**src/rtl/switch_debouncer.sv**
```systemverilog
// -----------------------------------------------------------------------------
// switch_debouncer
//
// Purpose:
//   Input-side partner to the board's LED drivers. Each raw switch/button pin
//   passes through a synchroniser chain and a per-bit stability counter. The
//   block then publishes a clean level, one-cycle rise/fall pulses, and a
//   single-entry change-event slot behind a valid/ready handshake. Seven-seg
//   or counter logic downstream reads events from that slot.
//
// Parameters:
//   WIDTH        number of independent input bits
//   CLK_HZ       system clock frequency in Hz
//   DEBOUNCE_MS  time in ms that an input must hold a new level
//   SYNC_STAGES  synchroniser flops per bit (must be >= 2)
//
// Ports:
//   clk          system clock (HFOSC-derived)
//   reset        asynchronous, active-high reset
//   sw_raw       raw asynchronous pin inputs
//   sw_db        debounced level
//   rise         one-cycle pulse per bit on a debounced 0->1
//   fall         one-cycle pulse per bit on a debounced 1->0
//   evt_valid    a change event is pending
//   evt_data     sw_db snapshot for the pending event
//   evt_overrun  sticky: a pending event was overwritten before acceptance
//   evt_ready    consumer takes the event when evt_valid && evt_ready
//
// Configuration macro:
//   SW_INVERT_EN  when defined, the synchroniser samples ~sw_raw. Use this for
//                 active-low buttons, so an idle-high pin reads as 0. When it
//                 is undefined, sw_raw is used as-is.
//
// Reset assertion is asynchronous. The top-level reset generator must release
// reset in step with clk.
// -----------------------------------------------------------------------------
module switch_debouncer #(
  parameter int WIDTH       = 4,
  parameter int CLK_HZ      = 12_000_000,
  parameter int DEBOUNCE_MS = 20,
  parameter int SYNC_STAGES = 2
) (
  input  logic             clk,
  input  logic             reset,
  input  logic [WIDTH-1:0] sw_raw,
  output logic [WIDTH-1:0] sw_db,
  output logic [WIDTH-1:0] rise,
  output logic [WIDTH-1:0] fall,
  output logic             evt_valid,
  output logic [WIDTH-1:0] evt_data,
  output logic             evt_overrun,
  input  logic             evt_ready
);

  // Number of consecutive mismatching cycles needed before sw_db follows the
  // synchronised input. Clamped to 1 so that tiny parameter sets still work.
  localparam int CNT_RAW = (CLK_HZ / 1000) * DEBOUNCE_MS;
  localparam int CNT_MAX = (CNT_RAW < 1) ? 1 : CNT_RAW;
  localparam int CNT_W   = $clog2(CNT_MAX + 1);
  localparam logic [CNT_W-1:0] CNT_LAST = CNT_W'(CNT_MAX - 1);

  logic [WIDTH-1:0] pin_level;
  logic [WIDTH-1:0] sync_q [SYNC_STAGES];
  logic [WIDTH-1:0] sync_s;
  logic [CNT_W-1:0] cnt      [WIDTH];
  logic [CNT_W-1:0] cnt_next [WIDTH];
  logic [WIDTH-1:0] db_next;
  logic             change;

  // Active-low buttons are inverted before the synchroniser, so all logic past
  // this point treats 1 as "pressed/on".
`ifdef SW_INVERT_EN
  assign pin_level = ~sw_raw;
`else
  assign pin_level = sw_raw;
`endif

  // Synchroniser chain. Only the last stage (sync_s) is allowed to feed the
  // debounce logic. The earlier stages can go metastable.
  always_ff @(posedge clk or posedge reset) begin
    if (reset) begin
      for (int i = 0; i < SYNC_STAGES; i++) begin
        sync_q[i] <= '0;
      end
    end else begin
      sync_q[0] <= pin_level;
      for (int i = 1; i < SYNC_STAGES; i++) begin
        sync_q[i] <= sync_q[i-1];
      end
    end
  end

  assign sync_s = sync_q[SYNC_STAGES-1];

  // Per-bit stability counter. While the synchronised input differs from the
  // published level, the counter climbs. If a cycle of agreement occurs, the
  // counter drops back to zero, so any bounce restarts the full wait. On the
  // CNT_MAX-th consecutive mismatch the level flips and the count clears, so
  // the counter never passes CNT_LAST.
  always_comb begin
    db_next = sw_db;
    for (int b = 0; b < WIDTH; b++) begin
      cnt_next[b] = '0;
      if (sync_s[b] != sw_db[b]) begin
        if (cnt[b] == CNT_LAST) begin
          db_next[b] = sync_s[b];
        end else begin
          cnt_next[b] = cnt[b] + CNT_W'(1);
        end
      end
    end
  end

  // Debounced level and edge pulses share one register stage. The pulse is
  // therefore high during exactly the first cycle in which sw_db shows the
  // new value.
  always_ff @(posedge clk or posedge reset) begin
    if (reset) begin
      sw_db <= '0;
      rise  <= '0;
      fall  <= '0;
      for (int b = 0; b < WIDTH; b++) begin
        cnt[b] <= '0;
      end
    end else begin
      sw_db <= db_next;
      rise  <= db_next & ~sw_db;
      fall  <= ~db_next & sw_db;
      for (int b = 0; b < WIDTH; b++) begin
        cnt[b] <= cnt_next[b];
      end
    end
  end

  assign change = |(rise | fall);

  // Single-entry event slot. A change always loads the newest snapshot.
  // - If the old event is still pending and the consumer is not taking it,
  //   the old event is lost and overrun is flagged.
  // - If the consumer takes the old event in that same cycle, nothing is
  //   lost, so overrun clears and the new event becomes pending.
  // - An accept with no change empties the slot.
  always_ff @(posedge clk or posedge reset) begin
    if (reset) begin
      evt_valid   <= 1'b0;
      evt_data    <= '0;
      evt_overrun <= 1'b0;
    end else if (change) begin
      evt_valid <= 1'b1;
      evt_data  <= sw_db;
      if (evt_valid && !evt_ready) begin
        evt_overrun <= 1'b1;
      end else if (evt_valid && evt_ready) begin
        evt_overrun <= 1'b0;
      end
    end else if (evt_valid && evt_ready) begin
      evt_valid   <= 1'b0;
      evt_overrun <= 1'b0;
    end
  end

endmodule

```
**config.mk**
```make
export PLATFORM = sky130hd
export DESIGN_NAME = switch_debouncer
export DESIGN_NICKNAME = d
export VERILOG_FILES = /design/src/rtl/switch_debouncer.sv
export SDC_FILE = /design/constraint.sdc
export NUM_CORES = 1
export LEC_CHECK = 0
export BUFFER_PORTS_ARGS = -buffer_cell sky130_fd_sc_hd__buf_4
export CORE_ASPECT_RATIO = 1.75
export CORE_MARGIN = 4
export CORE_UTILIZATION = 40
export DETAILED_ROUTE_END_ITERATION = 12
export SLEW_MARGIN = 10
export SYNTH_ARGS = -nofsm -noshare
export SYNTH_HDL_FRONTEND = slang
export SYNTH_SLANG_ARGS = --single-unit
```
**constraint.sdc**
```tcl
create_clock -name clk -period 6.74 [get_ports clk]
set_input_delay 0.674 -clock clk [delete_from_list [all_inputs] [get_ports clk]]
set_output_delay 0.674 -clock clk [all_outputs]
set_load 0.05 [all_outputs]
```
==> run_summary.xml, run 1 <==
<?xml version="1.0" encoding="UTF-8"?>
<metrics>
  <group name="outcome">
    <metric name="run_status" unit="">finished clean</metric>
  </group>
  <group name="clock_tree">
    <metric name="clock_insertion_delay_worst_skew" unit="ns">0.35</metric>
    <metric name="tritoncts_clock_tree" unit="">built</metric>
    <metric name="clkSlewWorstSetupHoldPaths" unit="ns">0.06</metric>
    <metric name="cts_sinks" unit="">98</metric>
    <metric name="cts.hold.buffers_added" unit="">0</metric>
    <metric name="ctsResizeCount" unit="">0</metric>
    <metric name="post-cts-setup-buffer-count" unit="">0</metric>
    <metric name="cts_inserted_buffers" unit="">9</metric>
    <metric name="clock_tree.buffer_depth" unit="">2</metric>
    <metric name="clk_root_buffer_cell" unit="">clkbuf_16</metric>
    <metric name="h-tree-depth" unit="">3</metric>
  </group>
  <group name="yosys">
    <metric name="netlist_instances" unit="">432</metric>
    <metric name="postSynth.asyncResetShare" unit="%">100</metric>
    <metric name="yosysWarnings" unit="">0</metric>
    <metric name="post_synth_instance_area" unit="sq mm">0.00457</metric>
    <metric name="synth_edf_count" unit="">0</metric>
    <metric name="synth_largest_type_area_fraction" unit="%">53.7</metric>
    <metric name="synth.top_cells.by_area" unit="">dfrtp_1 54%, xnor2_1 8.8%, nor2_1 6.1%, nand4_1 3.3%, xor2_1 2.9%</metric>
    <metric name="ys_seq_elements" unit="">98</metric>
    <metric name="ys_types" unit="">42</metric>
    <metric name="yosysSeqAreaShare" unit="%">53.7</metric>
    <metric name="synth_top_flop_cell" unit="">dfrtp_1</metric>
    <metric name="synth_top_area_cell" unit="">dfrtp_1</metric>
    <metric name="syn_area_per_cell" unit="sq um">10.6</metric>
    <metric name="postSynthNetCount" unit="">443</metric>
  </group>
  <group name="critical_path">
    <metric name="critPathLaunch" unit="">cnt[1]</metric>
    <metric name="critPathKind" unit="">reg2reg</metric>
    <metric name="worst_setup_path_start_kind" unit="">register</metric>
    <metric name="critical_path_required" unit="ns">6.94</metric>
    <metric name="critical_path.endpoint_type" unit="">register</metric>
    <metric name="worstReg2RegStart" unit="">cnt[1]</metric>
    <metric name="r2r_setup_slack" unit="ns">4.80</metric>
    <metric name="reg2regPathDepth" unit="">5</metric>
    <metric name="regToRegEndpoint" unit="">cnt[8]</metric>
    <metric name="worstPathArrival" unit="ns">2.14</metric>
    <metric name="cp_max_fo" unit="">14</metric>
    <metric name="timing_endpoint_of_the_critical_path" unit="">cnt[8]</metric>
  </group>
  <group name="die">
    <metric name="dieArea" unit="sq mm">0.0133</metric>
    <metric name="design.core.area" unit="sq mm">0.0112</metric>
    <metric name="fp-row-count" unit="">51</metric>
    <metric name="die_w" unit="um">88.8</metric>
    <metric name="top_level_ports" unit="">25</metric>
    <metric name="initial_core_util" unit="%">40.9</metric>
    <metric name="die_h" unit="um">149</metric>
  </group>
  <group name="pwr">
    <metric name="intPower" unit="uW">942</metric>
    <metric name="clock_power_share" unit="%">46.0</metric>
    <metric name="sw_frac_of_total" unit="%">21.1</metric>
    <metric name="power.share.combinational" unit="%">3.2</metric>
    <metric name="pwr_density_cell" unit="mW/mm^2">230</metric>
    <metric name="power.static_leakage" unit="nW">2.14</metric>
    <metric name="seq_power_share" unit="%">50.8</metric>
    <metric name="irDropWorstVdd" unit="uV">143</metric>
    <metric name="p_sw" unit="uW">252</metric>
  </group>
  <group name="detailed_routing">
    <metric name="avgRoutedWirePerCell" unit="um">15.1</metric>
    <metric name="via_count" unit="">3245</metric>
    <metric name="route.detailed.drc" unit="">0</metric>
    <metric name="vias_per_cell" unit="">5.44</metric>
    <metric name="total_wire_length_after_detailed_routing" unit="mm">8.98</metric>
    <metric name="dr.first_iter.drc_count" unit="">179</metric>
    <metric name="detailedRoute.firstPassIterationCount" unit="">4</metric>
    <metric name="antenna_violating_nets_post_route" unit="">0</metric>
  </group>
  <group name="placement">
    <metric name="routabilityCongestion" unit="">0.856</metric>
    <metric name="place_worst_setup_slack" unit="ns">4.78</metric>
    <metric name="i_o_buffers" unit="">24</metric>
    <metric name="place.detailed.hpwl" unit="mm">6.30</metric>
  </group>
  <group name="global_routing">
    <metric name="gr-total-overflow" unit="">0</metric>
    <metric name="grt_pass1_wl" unit="mm">15.8</metric>
    <metric name="antenna_violations_before_repair" unit="">0</metric>
    <metric name="grt_use_total" unit="%">15.3</metric>
    <metric name="grt_start_max_net_pins" unit="">65</metric>
    <metric name="via_count_of_the_first_global_routing_pass" unit="">3365</metric>
  </group>
  <group name="sta">
    <metric name="finalSetupViolCount" unit="">0</metric>
    <metric name="final_period_minus_worst_setup_slack" unit="ns">1.94</metric>
    <metric name="setup_repair_after_global_routing_missed_its_margin" unit="">no</metric>
    <metric name="final_min_period_over_clock_period" unit="%">28.7</metric>
    <metric name="clock-skew-final" unit="ns">0.00484</metric>
    <metric name="timing.slew.headroom" unit="%">47.5</metric>
    <metric name="timing.setup.tns" unit="ns">0</metric>
    <metric name="timing_worst_slew_pin_value" unit="ns">0.787</metric>
    <metric name="finalHoldViolations" unit="">0</metric>
    <metric name="worst_slack" unit="ns">4.80</metric>
    <metric name="slew_viol_final" unit="">0</metric>
    <metric name="max_freq" unit="MHz">516</metric>
  </group>
  <group name="final_layout">
    <metric name="syn_to_final_growth" unit="%">13.9</metric>
    <metric name="final_net_count" unit="">471</metric>
    <metric name="layout.cells.most_common" unit="">dfrtp_1</metric>
    <metric name="antenna-diode-count" unit="">0</metric>
    <metric name="commonest_non_fill_non_tap_cells_in_the_layout" unit="">98 x dfrtp_1, 74 x nor2_1, 46 x xnor2_1</metric>
    <metric name="post_route_cells_drive_above_1_share" unit="%">12.5</metric>
  </group>
  <group name="worst_hold_path">
    <metric name="timing.hold.worst.class" unit="">in2async</metric>
  </group>
  <group name="run">
    <metric name="max_cap_violations" unit="">0</metric>
  </group>
</metrics>
-- final cells by class --
| type | count | area [sq um] |
|---|---|---|
| Sequential cell | 98 | 2450 |
| Multi-Input combinational cell | 314 | 2030 |
| Clock inverter | 4 | 76.3 |
| Clock buffer | 11 | 243 |
| Fill cell | 1045 | 5970 |
| Tap cell | 132 | 165 |
| Inverter | 12 | 47.5 |
| Timing Repair Buffer | 25 | 188 |
-- power groups by stage --
stage / logic, mW / clock network [mW] / registers [mW]
after floorplan: 0.0265 / 0 / 0.616
after global placement: 0.0382 / 0 / 0.617
after detailed placement: 0.0392 / 0 / 0.617
after CTS: 0.0395 / 0.567 / 0.606
after global routing: 0.0443 / 0.588 / 0.607
final: 0.0378 / 0.550 / 0.606
-- through the flow --
step           std cells  util (%)  power (mW)  hold slack (ns)  cell area (sq um)
2_1_floorplan        432         -       0.643            0.331               4570
3_3_place_gp         581      43.7       0.655            0.336               4880
3_5_place_dp         581      43.7       0.656            0.336               4880
4_1_cts              596      46.6        1.21            0.351               5200
5_1_grt              596      46.6        1.24            0.362               5200
6_report             596      46.6        1.19            0.348               5200
-- metal layers --
layer,global-route usage (%),vias to the layer above,routed length (um)
li1,-,1577,-
met1,18.3,1589,3660
met2,25.8,58,4690
met3,2.60,21,326
met4,7.64,0,297
met5,0,-,0
-- logic make-up (layout without fill, tap and decap cells) --
kind of cell               after synthesis  count (layout)  share of synthesized area [%]
muxes                                   10              10                           2.41
DFF                                     98              98                           53.7
xor gates and xnor gates                61              61                           11.7
and+or+nand+nor                        221             221                           26.5
AOI/OAI and AO/OA                       18              18                           2.69
buffers and inverters                   20              52                           1.86
adders and majority gates                4               4                           1.10
-- sequential cells by signal (all words and copies together) (netlist names), named ones only --
register,cells
cnt,72
sync_q,4
evt_valid,1
sw_db,4
rise,4
evt_data,4
fall,4
sync_s,4
-- cell usage after synthesis (all sizes together), types with 8 or more instances --
cell	count
nor4	23
nor3b	9
nand3	24
nand4	27
a21oi	9
dfrtp	98
xnor2	46
xor2	15
nor3	15
nand2	23
nor2	74
inv	12
mux2	8
-- critical path, cell delays in order (launching register included) --
cell and delay [ns]:
dfrtp_1 0.44, ha_1 0.26, and4_1 0.27, nand4_1 0.18
o21ai_2 0.53, nor2_1 0.12
-- worst min-delay path by stage --
stage | end | slack [ns] | cells past startpoint | startpoint
3_3_place_gp | sync_s[0] | 0.34 | 0 | sync_q[4]
5_1_grt | sync_s[3] | 0.36 | 0 | sync_q[7]
4_1_cts | sync_s[3] | 0.35 | 0 | sync_q[7]
3_5_place_dp | sync_s[3] | 0.34 | 0 | sync_q[7]
6_report | cnt[40] | 0.35 | 2 | reset
2_1_floorplan | sync_s[0] | 0.33 | 0 | sync_q[4]
Note: power is estimated with default switching activity, not from simulation.
==> inputs of run 2 (changes only) <==
Clock period 6.74 ns to 1.65 ns, I/O delays scaled along.
==> run 2 against run 1 <==
  * Utilization increased by 5.6 points
  * Register-to-register slack lost 4.8 ns
  * Final area increased by 12%
  * Die area stayed put
  * Via count up 6.9%
  * Sequential share of layout area decreased by 4.9 points
  * Power grew to 4.1 times the previous value
  * Hold slack better by 0.0029 ns
  * Global-route usage up 0.57 points
  * Critical path depth is 1 lower
  * Critical path type unchanged
==> run_summary.xml, run 2 (synthesis results as in run 1) <==
<?xml version="1.0" encoding="UTF-8"?>
<metrics>
  <group name="outcome">
    <metric name="run_status" unit="">finished clean</metric>
  </group>
  <group name="critical_path">
    <metric name="critical_path_buf_inv_count" unit="">0</metric>
    <metric name="worst_setup_path_start_kind" unit="">register</metric>
    <metric name="critical_path.endpoint_type" unit="">register</metric>
    <metric name="worstPathArrival" unit="ns">1.88</metric>
    <metric name="critical_path_required" unit="ns">1.93</metric>
    <metric name="cp_max_fo" unit="">7</metric>
    <metric name="critPathKind" unit="">reg2reg</metric>
    <metric name="regToRegEndpoint" unit="">cnt[31]</metric>
    <metric name="worstReg2RegStart" unit="">cnt[23]</metric>
    <metric name="cpLargestDelayFamily" unit="">simple AND/OR/NAND/NOR gates</metric>
    <metric name="crit_path_top_delay_cell" unit="">dfrtp_2</metric>
    <metric name="r2r_setup_slack" unit="ns">0.05</metric>
    <metric name="reg2regPathDepth" unit="">4</metric>
    <metric name="critical_path.most_common_cell" unit="">or3_1</metric>
    <metric name="worst_path_largest_cell_delay" unit="ns">0.44</metric>
    <metric name="worstPathCellList" unit="">nand4_4 &gt; or3_1 &gt; or3_1 &gt; a21oi_2</metric>
  </group>
  <group name="detailed_routing">
    <metric name="vias_per_cell" unit="">5.34</metric>
    <metric name="avgRoutedWirePerCell" unit="um">14.8</metric>
    <metric name="route.detailed.drc" unit="">0</metric>
    <metric name="dr.first_iter.drc_count" unit="">156</metric>
    <metric name="detailedRoute.firstPassIterationCount" unit="">4</metric>
    <metric name="antenna_violating_nets_post_route" unit="">0</metric>
    <metric name="via_count" unit="">3468</metric>
    <metric name="total_wire_length_after_detailed_routing" unit="mm">9.61</metric>
  </group>
  <group name="global_routing">
    <metric name="grt_use_total" unit="%">15.8</metric>
    <metric name="grt_start_max_net_pins" unit="">99</metric>
    <metric name="antenna_violations_before_repair" unit="">0</metric>
    <metric name="via_count_of_the_first_global_routing_pass" unit="">3515</metric>
    <metric name="grt_pass1_wl" unit="mm">16.4</metric>
    <metric name="gr-total-overflow" unit="">0</metric>
  </group>
  <group name="worst_hold_path">
    <metric name="timing.hold.worst.class" unit="">reg2reg</metric>
    <metric name="worst_hold_path.endpoint" unit="">sync_s[2]</metric>
    <metric name="min_from" unit="">sync_q[6]</metric>
    <metric name="worstHoldPathCells" unit="">0</metric>
  </group>
  <group name="sta">
    <metric name="timing_worst_slew_pin_value" unit="ns">0.513</metric>
    <metric name="slew_viol_final" unit="">0</metric>
    <metric name="finalSetupViolCount" unit="">0</metric>
    <metric name="clock-skew-final" unit="ns">0.0119</metric>
    <metric name="max_freq" unit="MHz">626</metric>
    <metric name="worst_slack" unit="ns">0.0513</metric>
    <metric name="timing.slew.headroom" unit="%">65.8</metric>
    <metric name="setup_repair_after_global_routing_missed_its_margin" unit="">yes</metric>
    <metric name="final_period_minus_worst_setup_slack" unit="ns">1.60</metric>
    <metric name="finalHoldViolations" unit="">0</metric>
    <metric name="final_min_period_over_clock_period" unit="%">96.9</metric>
    <metric name="timing.setup.tns" unit="ns">0</metric>
  </group>
  <group name="clock_tree">
    <metric name="cts_inserted_buffers" unit="">9</metric>
    <metric name="clk_root_buffer_cell" unit="">clkbuf_16</metric>
    <metric name="clock_insertion_delay_worst_skew" unit="ns">0.34</metric>
    <metric name="h-tree-depth" unit="">3</metric>
    <metric name="cts_sinks" unit="">98</metric>
    <metric name="tritoncts_clock_tree" unit="">built</metric>
    <metric name="clock_tree.buffer_depth" unit="">2</metric>
    <metric name="clkSlewWorstSetupHoldPaths" unit="ns">0.07</metric>
  </group>
  <group name="final_layout">
    <metric name="antenna-diode-count" unit="">0</metric>
    <metric name="syn_to_final_growth" unit="%">27.5</metric>
    <metric name="final_net_count" unit="">524</metric>
    <metric name="post_route_cells_drive_above_1_share" unit="%">25.9</metric>
    <metric name="commonest_non_fill_non_tap_cells_in_the_layout" unit="">92 x dfrtp_1, 70 x nor2_1, 67 x buf_4</metric>
    <metric name="largest_register_ffs" unit="">72</metric>
    <metric name="layout.cells.most_common" unit="">dfrtp_1</metric>
    <metric name="max_flop_register" unit="">cnt</metric>
  </group>
  <group name="die">
    <metric name="die_h" unit="um">149</metric>
    <metric name="design.core.area" unit="sq mm">0.0112</metric>
    <metric name="dieArea" unit="sq mm">0.0133</metric>
    <metric name="fp-row-count" unit="">51</metric>
    <metric name="die_w" unit="um">88.8</metric>
    <metric name="top_level_ports" unit="">25</metric>
    <metric name="initial_core_util" unit="%">40.9</metric>
  </group>
  <group name="placement">
    <metric name="place_worst_setup_slack" unit="ns">-0.0120</metric>
    <metric name="routabilityCongestion" unit="">0.917</metric>
    <metric name="place.detailed.hpwl" unit="mm">6.73</metric>
    <metric name="i_o_buffers" unit="">24</metric>
  </group>
  <group name="pwr">
    <metric name="power.static_leakage" unit="nW">2.44</metric>
    <metric name="pwr_density_cell" unit="mW/mm^2">848</metric>
    <metric name="irDropWorstVdd" unit="uV">588</metric>
  </group>
  <group name="run">
    <metric name="max_cap_violations" unit="">0</metric>
  </group>
</metrics>
-- run 2: power breakdown --
| part | switching [mW] | internal, mW | leakage [nW] | total [mW] |
|---|---|---|---|---|
| clock network | 0.908 | 1.33 | 0.152 | 2.23 |
| registers | 0.0290 | 2.44 | 1.33 | 2.47 |
| logic | 0.132 | 0.103 | 0.958 | 0.235 |
| total | 1.07 | 3.87 | 2.44 | 4.93 |
-- run 2: layout make-up --
class / count / area [sq um]
Tap cell: 132 / 165
Multi-Input combinational cell: 314 / 2180
Clock buffer: 9 / 225
Sequential cell: 98 / 2460
Timing Repair Buffer: 78 / 654
Fill cell: 961 / 5350
Clock inverter: 6 / 90.1
Inverter: 12 / 48.8
-- run 2: repair_timing --
item	CTS	global route
pin swaps	0	10
setup endpoints to repair	3	34
gates resized for setup	3	32
hold buffers	6	0
endpoints found under the hold margin	39	0
setup buffers	0	5
-- run 2: routing by layer --
layer | track usage [%] | up-vias | wire [um]
met5 | 0 | - | 0
met4 | 7.72 | 0 | 286
met3 | 2.49 | 19 | 306
met2 | 26.2 | 71 | 5080
met1 | 19.8 | 1703 | 3930
li1 | - | 1675 | -
-- run 2: worst max path at each step --
stage,startpoint,endpoint,slack (ns),depth (start not counted)
after floorplan,cnt[0],sw_db[3],0.003,5
after global placement,cnt[27],sw_db[2],0.03,4
after detailed placement,cnt[36],sw_db[1],-0.01,5
after CTS,cnt[1],sw_db[3],0.008,5
after global routing,cnt[10],sw_db[3],-0.04,5
final,cnt[23],cnt[31],0.05,4
-- run 2: stage by stage --
stage	hold slack (ns)	instances	util, %	instance area [sq um]	power, mW
6_report	0.351	649	52.1	5820	4.93
5_1_grt	0.356	649	52.1	5820	5.11
4_1_cts	0.352	644	50.5	5640	5.00
3_5_place_dp	0.276	623	47.0	5250	2.73
3_3_place_gp	0.275	623	47.0	5250	2.72
2_1_floorplan	0.196	432	-	4570	2.63
==> inputs of run 3 (changes only) <==
Settings changed: BUFFER_PORTS_ARGS -buffer_cell sky130_fd_sc_hd__buf_4 to -buffer_cell sky130_fd_sc_hd__buf_2.
==> run 3 against run 2 <==
  * Hold slack worse by 0.0055 ns
  * Clock power up 2%
  * Largest power group unchanged
  * Sequential cell count unchanged
  * Non-clock buffer count unchanged
  * Via count down 0.55%
  * Clock skew down 0.0048 ns
  * Sequential power about the same
  * Sequential share of layout area up 1.0 points
  * Clock-buffer cell count unchanged
  * Register-to-register slack about the same
==> run_summary.xml, run 3 (synthesis results as in run 1) <==
<?xml version="1.0" encoding="UTF-8"?>
<metrics>
  <group name="clock_tree">
    <metric name="clock_tree.buffer_depth" unit="">2</metric>
    <metric name="clock_insertion_delay_worst_skew" unit="ns">0.34</metric>
    <metric name="tritoncts_clock_tree" unit="">built</metric>
    <metric name="clk_root_buffer_cell" unit="">clkbuf_16</metric>
    <metric name="cts_inserted_buffers" unit="">9</metric>
    <metric name="cts_sinks" unit="">98</metric>
    <metric name="h-tree-depth" unit="">3</metric>
    <metric name="clkSlewWorstSetupHoldPaths" unit="ns">0.07</metric>
  </group>
  <group name="critical_path">
    <metric name="critical_path_required" unit="ns">1.88</metric>
    <metric name="critPathKind" unit="">reg2reg</metric>
    <metric name="worst_setup_path_start_kind" unit="">register</metric>
    <metric name="worstReg2RegStart" unit="">cnt[10]</metric>
    <metric name="worstPathArrival" unit="ns">1.84</metric>
    <metric name="cp_max_fo" unit="">6</metric>
    <metric name="regToRegEndpoint" unit="">cnt[2]</metric>
    <metric name="r2r_setup_slack" unit="ns">0.04</metric>
    <metric name="reg2regPathDepth" unit="">7</metric>
    <metric name="critical_path.endpoint_type" unit="">register</metric>
  </group>
  <group name="final_layout">
    <metric name="commonest_non_fill_non_tap_cells_in_the_layout" unit="">93 x dfrtp_1, 71 x nor2_1, 46 x xnor2_1, 46 x buf_4</metric>
    <metric name="layout.cells.most_common" unit="">dfrtp_1</metric>
    <metric name="syn_to_final_growth" unit="%">24.4</metric>
    <metric name="post_route_cells_drive_above_1_share" unit="%">23.7</metric>
    <metric name="antenna-diode-count" unit="">0</metric>
    <metric name="max_flop_register" unit="">cnt</metric>
    <metric name="final_net_count" unit="">524</metric>
    <metric name="largest_register_ffs" unit="">72</metric>
    <metric name="final_area" unit="sq mm">0.00568</metric>
  </group>
  <group name="sta">
    <metric name="fin_worst_hold_slack" unit="ns">0.345</metric>
    <metric name="timing_worst_slew_pin_value" unit="ns">0.341</metric>
    <metric name="max_freq" unit="MHz">620</metric>
    <metric name="finalSetupViolCount" unit="">0</metric>
    <metric name="final_min_period_over_clock_period" unit="%">97.8</metric>
    <metric name="finalHoldViolations" unit="">0</metric>
    <metric name="clock-skew-final" unit="ns">0.00708</metric>
    <metric name="timing.slew.headroom" unit="%">77.1</metric>
    <metric name="slew_viol_final" unit="">0</metric>
    <metric name="final_period_minus_worst_setup_slack" unit="ns">1.61</metric>
    <metric name="setup_repair_after_global_routing_missed_its_margin" unit="">yes</metric>
  </group>
  <group name="placement">
    <metric name="routabilityCongestion" unit="">0.889</metric>
    <metric name="detailed_place.area" unit="sq mm">0.00518</metric>
    <metric name="i_o_buffers" unit="">24</metric>
    <metric name="place.detailed.hpwl" unit="mm">6.97</metric>
  </group>
  <group name="detailed_routing">
    <metric name="via_count" unit="">3449</metric>
    <metric name="antenna_violating_nets_post_route" unit="">0</metric>
    <metric name="total_wire_length_after_detailed_routing" unit="mm">9.56</metric>
    <metric name="dr.first_iter.drc_count" unit="">133</metric>
    <metric name="detailedRoute.firstPassIterationCount" unit="">6</metric>
    <metric name="avgRoutedWirePerCell" unit="um">14.7</metric>
    <metric name="vias_per_cell" unit="">5.31</metric>
    <metric name="route.detailed.drc" unit="">0</metric>
  </group>
  <group name="pwr">
    <metric name="report.power.total" unit="mW">4.97</metric>
    <metric name="intPower" unit="mW">3.87</metric>
    <metric name="p_sw" unit="mW">1.10</metric>
    <metric name="sw_frac_of_total" unit="%">22.1</metric>
    <metric name="clock_power_share" unit="%">45.9</metric>
    <metric name="pwr_density_cell" unit="mW/mm^2">875</metric>
    <metric name="power.share.combinational" unit="%">4.4</metric>
    <metric name="power.static_leakage" unit="nW">2.44</metric>
    <metric name="seq_power_share" unit="%">49.6</metric>
    <metric name="irDropWorstVdd" unit="uV">671</metric>
  </group>
  <group name="global_routing">
    <metric name="via_count_of_the_first_global_routing_pass" unit="">3632</metric>
    <metric name="grt_use_total" unit="%">15.9</metric>
    <metric name="antenna_violations_before_repair" unit="">0</metric>
    <metric name="grt_pass1_wl" unit="mm">16.6</metric>
    <metric name="gr-total-overflow" unit="">0</metric>
    <metric name="grt_start_max_net_pins" unit="">63</metric>
  </group>
  <group name="outcome">
    <metric name="run_status" unit="">finished clean</metric>
  </group>
  <group name="die">
    <metric name="die_h" unit="um">149</metric>
    <metric name="design.core.area" unit="sq mm">0.0112</metric>
    <metric name="top_level_ports" unit="">25</metric>
    <metric name="initial_core_util" unit="%">40.9</metric>
    <metric name="fp-row-count" unit="">51</metric>
    <metric name="dieArea" unit="sq mm">0.0133</metric>
    <metric name="die_w" unit="um">88.8</metric>
  </group>
  <group name="run">
    <metric name="max_cap_violations" unit="">0</metric>
  </group>
  <group name="worst_hold_path">
    <metric name="timing.hold.worst.class" unit="">in2async</metric>
  </group>
</metrics>
## run 3: changes by cell type in the layout (fill, tap and decap cells not counted), sizes merged
cell,previous run,this run
clkinv,2,1
inv,12,14
## run 3: layout make-up
class	instances	area, sq um
Fill cell	981	5490
Sequential cell	98	2460
Multi-Input combinational cell	314	2120
Timing Repair Buffer	78	566
Clock buffer	9	225
Tap cell	132	165
Clock inverter	7	98.8
Inverter	12	48.8
## run 3: worst max-delay path by stage
| stage | start | to | slack, ns |
|---|---|---|---|
| after floorplan | cnt[0] | sw_db[3] | 0.003 |
| after global placement | cnt[27] | sw_db[2] | 0.02 |
| after detailed placement | cnt[27] | sw_db[2] | -0.02 |
| after CTS | cnt[10] | sw_db[3] | 0.001 |
| after global routing | cnt[10] | cnt[8] | -0.07 |
| final | cnt[10] | cnt[2] | 0.04 |
## run 3: power groups by stage
stage | sequential (mW) | clock (mW) | combinational (mW)
after floorplan | 2.52 | 0 | 0.109
after global placement | 2.51 | 0 | 0.209
after global routing | 2.47 | 2.44 | 0.253
after detailed placement | 2.51 | 0 | 0.214
final | 2.47 | 2.28 | 0.219
after CTS | 2.46 | 2.35 | 0.226
## run 3: per-layer routing
layer / wire length [um] / up-vias / track usage, %
met2: 5150 / 61 / 27.9
met4: 289 / 0 / 7.41
li1: - / 1681 / -
met5: 0 / - / 0
met3: 307 / 18 / 3.15
met1: 3810 / 1689 / 18.2
## run 3: per-stage QoR
stage | cells | setup slack, ns | TNS, ns | util [%]
2_1_floorplan | 432 | 0.00252 | 0 | -
3_5_place_dp | 625 | -0.0236 | -0.0271 | 46.4
6_report | 650 | 0.0364 | 0 | 50.8
4_1_cts | 647 | 0.00144 | 0 | 50.0
3_3_place_gp | 625 | 0.0167 | 0 | 46.4
5_1_grt | 650 | -0.0673 | -0.868 | 50.8
## run 3: worst max-delay path, cell delays in order, from the launching register on
cell and delay (ns):
dfrtp_1 0.40, nor4bb_2 0.30, buf_4 0.17, nand4_1 0.13
buf_4 0.17, o21ai_2 0.11, buf_4 0.16, nor2_1 0.06
## run 3: repair_timing
| action | in CTS | in global routing |
|---|---|---|
| endpoints found under the setup margin | 4 | 34 |
| cloned | 0 | 0 |
| endpoints found under the hold margin | 18 | 0 |
| resized for setup | 3 | 18 |
| pin swaps | 1 | 6 |
| hold buffers | 6 | 0 |
| setup buffers | 0 | 3 |
